===== config.mk =====
export PLATFORM = sky130hd
export DESIGN_NAME = qspi_target
export DESIGN_NICKNAME = d
export VERILOG_FILES = /design/src/rtl/qspi_target.sv
export SDC_FILE = /design/constraint.sdc
export NUM_CORES = 1
export LEC_CHECK = 0
export CAP_MARGIN = 10
export CORE_MARGIN = 2
export CORE_UTILIZATION = 45
export DETAILED_ROUTE_END_ITERATION = 8
export GPL_TIMING_DRIVEN = 0
export PLACE_DENSITY_LB_ADDON = 0.15
export SLEW_MARGIN = 20
export SYNTH_ARGS = -nofsm -noshare
export SYNTH_HDL_FRONTEND = slang
export SYNTH_SLANG_ARGS = --single-unit
export TNS_END_PERCENT = 10

===== constraint.sdc =====
create_clock -name clk -period 3.3 [get_ports clk]
set_input_delay 0.33 -clock clk [delete_from_list [all_inputs] [get_ports clk]]
set_output_delay 0.33 -clock clk [all_outputs]
set_load 0.1 [all_outputs]

===== src/rtl/qspi_target.sv =====
// QSPI target: serial/quad read and write into a byte memory.
// SPI pins are synchronized into clk; all decode runs on the clk domain.
module qspi_target #(
  parameter bit CEN_NPOL     = 1'b0,
  parameter int DUMMY_CYCLES = 6
) (
  input  logic        clk,
  input  logic        reset,
  input  logic        sclk,
  input  logic        cen,
  input  logic [3:0]  sio_i,
  output logic [3:0]  sio_o,
  output logic [3:0]  sio_oe,
  output logic [23:0] mem_addr,
  output logic [7:0]  mem_wdata,
  output logic        mem_we,
  output logic        mem_re,
  input  logic [7:0]  mem_rdata,
  output logic        busy
);

  typedef enum logic [2:0] {
    IDLE, CMD, ADDR, DUMMY, RD_DATA, WR_DATA, IGNORE
  } state_t;

  state_t      state, state_nx;
  logic [1:0]  sclk_s, cen_s, sync_ok;
  logic [3:0]  sio_s0, sio_s1;
  logic        sclk_d, sel_d, armed;
  logic        sel, rise, fall, sel_rise;
  logic [7:0]  cmd, cmd_nx, shreg, wbyte, wb_nx;
  logic [5:0]  cnt;
  logic [23:0] addr;
  logic        ld, quad, cmd_ok;
  logic        cmd_last, addr_last, dum_last, byte_last;

  always_ff @(posedge clk) begin
    if (reset) begin
      sclk_s  <= '0;
      cen_s   <= {2{~CEN_NPOL}};
      sio_s0  <= '0;
      sio_s1  <= '0;
      sclk_d  <= 1'b0;
      sel_d   <= 1'b0;
      sync_ok <= '0;
      armed   <= 1'b0;
    end else begin
      sclk_s  <= {sclk_s[0], sclk};
      cen_s   <= {cen_s[0], cen};
      sio_s0  <= sio_i;
      sio_s1  <= sio_s0;
      sclk_d  <= sclk_s[1];
      sel_d   <= sel;
      sync_ok <= {sync_ok[0], 1'b1};
      // only a deselect seen after the synchronizer has filled arms a new select
      if (sync_ok[1] && !sel)
        armed <= 1'b1;
    end
  end

  assign sel      = (cen_s[1] == CEN_NPOL);
  assign rise     = sclk_s[1] & ~sclk_d;
  assign fall     = ~sclk_s[1] & sclk_d;
  assign sel_rise = sel & ~sel_d & armed;

  assign cmd_nx = {cmd[6:0], sio_s1[0]};
  assign cmd_ok = (cmd_nx == 8'h03) || (cmd_nx == 8'h02)
               || (cmd_nx == 8'hEB) || (cmd_nx == 8'h38);
  assign quad   = (cmd == 8'hEB) || (cmd == 8'h38);
  assign wb_nx  = quad ? {wbyte[3:0], sio_s1}
                       : {wbyte[6:0], sio_s1[0]};

  assign cmd_last  = rise && (cnt == 6'd7);
  assign addr_last = rise && (cnt == (quad ? 6'd5 : 6'd23));
  assign dum_last  = rise && (cnt == 6'(DUMMY_CYCLES - 1));
  assign byte_last = rise && (cnt == (quad ? 6'd1 : 6'd7));

  always_ff @(posedge clk) begin
    if (reset) state <= IDLE;
    else       state <= state_nx;
  end

  always_comb begin
    state_nx = state;
    if (!sel) begin
      state_nx = IDLE;
    end else begin
      unique case (state)
        IDLE:  if (sel_rise) state_nx = CMD;
        CMD:   if (cmd_last)
                 state_nx = cmd_ok ? ADDR : IGNORE;
        ADDR:  if (addr_last) begin
                 if (cmd == 8'h03)      state_nx = RD_DATA;
                 else if (cmd == 8'hEB) state_nx = DUMMY;
                 else                   state_nx = WR_DATA;
               end
        DUMMY: if (dum_last) state_nx = RD_DATA;
        default: ;
      endcase
    end
  end

  always_comb begin
    sio_oe = 4'h0;
    busy   = sel && (state != IDLE);
    if (state == RD_DATA)
      sio_oe = quad ? 4'hF : 4'h2;
  end

  assign mem_addr = addr;

  always_ff @(posedge clk) begin
    if (reset) begin
      cmd       <= '0;
      cnt       <= '0;
      addr      <= '0;
      shreg     <= '0;
      wbyte     <= '0;
      sio_o     <= '0;
      mem_we    <= 1'b0;
      mem_re    <= 1'b0;
      mem_wdata <= '0;
      ld        <= 1'b0;
    end else begin
      mem_we <= 1'b0;
      mem_re <= 1'b0;
      ld     <= mem_re;
      if (mem_we) addr <= addr + 24'd1;
      if (ld)     shreg <= mem_rdata;
      if (!sel) begin
        cnt   <= '0;
        sio_o <= '0;
      end else begin
        unique case (state)
          IDLE: if (sel_rise) begin
            cnt <= rise ? 6'd1 : 6'd0;
            cmd <= rise ? {7'b0, sio_s1[0]} : 8'h00;
          end
          CMD: if (rise) begin
            cmd <= cmd_nx;
            cnt <= cmd_last ? 6'd0 : cnt + 6'd1;
          end
          ADDR: if (rise) begin
            addr <= quad ? {addr[19:0], sio_s1}
                         : {addr[22:0], sio_s1[0]};
            cnt    <= addr_last ? 6'd0 : cnt + 6'd1;
            mem_re <= addr_last && (cmd == 8'h03);
          end
          DUMMY: if (rise) begin
            cnt    <= dum_last ? 6'd0 : cnt + 6'd1;
            mem_re <= dum_last;
          end
          RD_DATA: begin
            if (rise) begin
              cnt <= byte_last ? 6'd0 : cnt + 6'd1;
              if (byte_last) begin
                addr   <= addr + 24'd1;
                mem_re <= 1'b1;
              end
            end
            if (fall) begin
              sio_o <= quad ? shreg[7:4]
                            : {2'b0, shreg[7], 1'b0};
              shreg <= quad ? {shreg[3:0], 4'h0}
                            : {shreg[6:0], 1'b0};
            end
          end
          WR_DATA: if (rise) begin
            wbyte <= wb_nx;
            cnt   <= byte_last ? 6'd0 : cnt + 6'd1;
            if (byte_last) begin
              mem_we    <= 1'b1;
              mem_wdata <= wb_nx;
            end
          end
          default: ;
        endcase
      end
    end
  end

endmodule


==> results of run 1 <==
==> final timing paths <==
path               startpoint            to  cells past startpoint
hold reg to reg      cen_s[0]      cen_s[1]                      1
hold / removal          reset    sync_ok[0]                      2
setup / recovery     state[2]     sio_oe[1]                      5
setup reg to reg  mem_addr[0]  mem_addr[22]                      9
==> registers in the layout, summed over array words and instances, names as in the netlist <==
name / count
armed: 1
cen_s: 2
cmd: 8
cnt: 6
ld: 1
mem_addr: 24
mem_re: 1
mem_wdata: 8
mem_we: 1
sclk_d: 1
sclk_s: 2
sel_d: 1
shreg: 8
sio_o: 4
sio_s0: 4
sio_s1: 4
state: 3
sync_ok: 2
wbyte: 7
==> cell families (layout without fill, tap and decap cells) <==
kind of cell | count (synthesis) | count (layout)
flip-flops | 88 | 88
adder cells (fa/ha/maj) | 3 | 3
buffers and inverters | 61 | 133
AND/OR/NAND/NOR | 253 | 253
XOR/XNOR | 31 | 31
AO/OA/AOI/OAI | 166 | 166
multiplexers | 38 | 38
==> Yosys cell counts, drive strengths merged (2+ instances only) <==
library cell,instances
a211o,3
a211oi,12
a21boi,3
a21o,3
a21oi,40
a221oi,2
a22oi,4
a311o,2
a311oi,2
a31o,3
a31oi,8
a41o,2
and2,5
and3,8
and4,4
buf,20
clkbuf,30
dfxtp,88
ha,3
inv,10
mux2,3
mux2i,35
nand2,85
nand2b,4
nand3,39
nand3b,3
nand4,7
nor2,45
nor2b,17
nor3,10
nor3b,5
nor4,7
nor4b,2
nor4bb,2
o2111ai,5
o211ai,10
o21a,3
o21ai,29
o221ai,8
o22ai,16
o32ai,2
or2,5
xnor2,11
xor2,20
==> metrics by stage <==
step           setup slack (ns)  hold slack [ns]  util, %
2_1_floorplan             0.347            0.389        -
4_1_cts                  0.0848            0.364     54.6
3_3_place_gp            -0.0671            0.391     52.2
3_5_place_dp             -0.103            0.393     52.2
5_1_grt                 0.00261            0.392     54.5
6_report                  0.118            0.364     54.5
==> final cells by class <==
cell class / instances / area, sq um
clock buffer: 9 / 225
tap: 143 / 179
fill: 1078 / 5150
clock inverter: 6 / 43.8
timing repair buffer: 57 / 564
inverter: 11 / 41.3
buffer: 50 / 238
sequential: 88 / 1760
multi-input combinational: 491 / 3120
==> critical path: cells and delay by family, from the launching register on <==
kind | cells | cell delay (ns)
AND/OR/NAND/NOR | 1 | 0.44
buffers and inverters | 4 | 1.75
flip-flops | 1 | 0.30
==> report_power, final <==
| part | switching (uW) | internal [uW] |
|---|---|---|
| clock | 453 | 511 |
| combinational | 42.3 | 28.6 |
| sequential | 4.11 | 1070 |
==> layer usage <==
| metal | part of all wire (%) | GRT usage (%) |
|---|---|---|
| met5 | 0 | 0 |
| met4 | 2.3 | 8.81 |
| met3 | 8.5 | 5.52 |
| met2 | 45 | 39.6 |
| met1 | 44 | 34.1 |
==> timing repair <==
| action | CTS | global route |
|---|---|---|
| endpoints found under the setup margin | 3 | 1 |
| cloned | 0 | 0 |
| buffers inserted | 0 | 0 |
| resized for setup | 9 | 2 |
==> reports/summary.md, run 1 <==
The run finished with clean final reports. The overall power of the completed layout is 2110 uW. The HPWL after detailed placement is 11.0 mm.

The area fraction in and, or, nand and nor cells after synthesis is 25.0%. The portion of the post-synthesis area used by sequential elements is 34.2%. For the number of antenna violations at the first check in global routing, the log shows 0. Summing the areas of all xor and xnor instances in the mapped netlist gives 5.27% of the synthesized area. The deepest level of the CTS H-tree was 3.

By area the synthesized netlist is led by dfxtp_1 34%, mux2i_1 6.8%, nand2_1 6.2%. The final cycle utilization of the critical path was 96.4%. The tools report the type of destination of the critical path as an output pin. In the routed layout, each cell is associated on average with a via count of 6.10. TritonCTS built the clock tree. The first-pass GRT wire length was 25.0 mm; the starting density of the core was 45.5%.

Routability-driven placement finished with a final weighted congestion of 0.929. Averaged over all synthesized cells, the footprint is 8.06 sq um. For this design, the CTS-stage hold fixing added 0 buffers. The standard cell with the maximum stage delay on the critical path is clkdlybuf4s50_1. STA classifies the critical path startpoint as a flop. The count of buffers added on input and output ports is 57. In the routed design, unresolved DRC markers number 0.

Synthesis produced a netlist whose cell count is 640. The count of flip-flops with a built-in enable after synthesis is 0, and the die extent in x is 111 um. The post-synthesis async set-or-reset flop share works out to 0%.

Setup total negative slack on the finished layout was measured at 0 ns. The adder-cell share of the synthesized area is 0.728%. The most frequent cell on the critical path was buf_2. The clock passes through at most 2 buffers.

Setup repair after global routing left no endpoint under its margin. In the global route stage, overall resource usage came out at 25.1%. The ratio of cells with drive above 1 in the final layout works out to 9.55%. For this run, the leading register cell type out of synthesis is dfxtp_1.

The run gives 88 as the clock sink count. The static leakage power was 0.00196 uW; the largest net degree at the start of global routing was 16. The total area inside the core boundary comes to 11,300 sq um. The worst pin sits at a relative slew slack of 33.2%.

The post-place instance area is 5910 sq um. The tool flagged a number of max-cap violations equal to 0. The synthesized netlist occupies a cell area of 5160 sq um.

The number of pins with negative max-slew slack in the final report was 0; the layout overhead on the synthesized area was 19.7%. The floorplan step defined a die boundary enclosing 12,300 sq um. For the final number of hold-violating endpoints, the log shows 0.

The synthesized netlist contains 78 unique library cells. The slew of the pin with the lowest slew margin came out at 0.999 ns. The synthesized design devotes to its leading area cell type 34.2% of total area. The data arrival time of the critical path was 2.85 ns; the number of global-route vias before repair was 4,855.

Summing the areas of all compound-gate instances in the mapped netlist gives 21.9% of the synthesized area. The run gives 0 as the sum of overflow across all layers after global routing. The I/O pin count was 59; the delay of the slowest cell on the worst path was 1.16 ns. Number of antenna cells inserted: 0.

The die span in y works out to 111 um. For the starting DRC count in detailed routing, the log shows 493. The tree is rooted in a clkbuf_16.

The via count came out at 5,218. In this run the power density over the cells is 342 nW/um^2. The path class of the tightest hold or removal check is in2reg.

After the flow finishes, the layout carries non-filler instances totaling 855. After the last flow step, the layout net total stands at 727. Walking the worst path, the cells encountered are buf_2 > or3b_2 > buf_2 > inv_2 > clkdlybuf4s50_1.

In this run the remaining antenna-violating nets after routing total 0. The run gives 6 as the first-pass iteration count of the detailed router. The register bit count reported by yosys works out to 88.

The maximum fanout along the worst path is 10. Leaving out fill and tap cells, the most frequent cells in the layout are 88 x dfxtp_1, 85 x nand2_1, 54 x clkdlybuf4s50_1. The minimum setup slack among reg-to-reg paths is 0.48 ns, and the synthesized net count is 659. The clock reaches the later pin of the worst-skew pair after 0.35 ns. The worst setup path is of the reg2out kind. Timing would allow up to 0.314 GHz. Of the post-synthesis cell area, the part taken by muxes is 7.52%. TritonCTS created 9 clock buffers.

dfxtp_1 takes more of the synthesized area than any other cell. For this run, the number of Yosys warnings is 0. Summing all non-filler instances in the final layout gives an area of 6170 sq um. Combinational family with the most area after synthesis: simple AND/OR/NAND/NOR gates.

After clock tree synthesis, the clock-pin slew on the worst setup and hold paths is 0.07 ns. The setup-violating endpoint count in the final report is 0, and the routed length per instance is 18.2 um. For this block, the routed nets add up to 15.6 mm of wire. For the final worst clock skew, the log shows 0.00629 ns.

Count of standard-cell rows: 39. The library cell used most frequently in the layout, excluding fill and tap cells, is dfxtp_1. The largest vdd supply drop was 261 uV; the total placed cells including tap cells was 840. Data on the critical path is required at its endpoint by 2.97 ns. After layout, the minimum clock period comes to 3.18 ns.
Note: power is estimated with default switching activity, not from simulation.
==> run 2, diff against run 1 <==
- HOLD_SLACK_MARGIN: unset -> 0.12
==> results of run 2 <==
The final DEF is identical to that of run 1; final timing and power are the same.
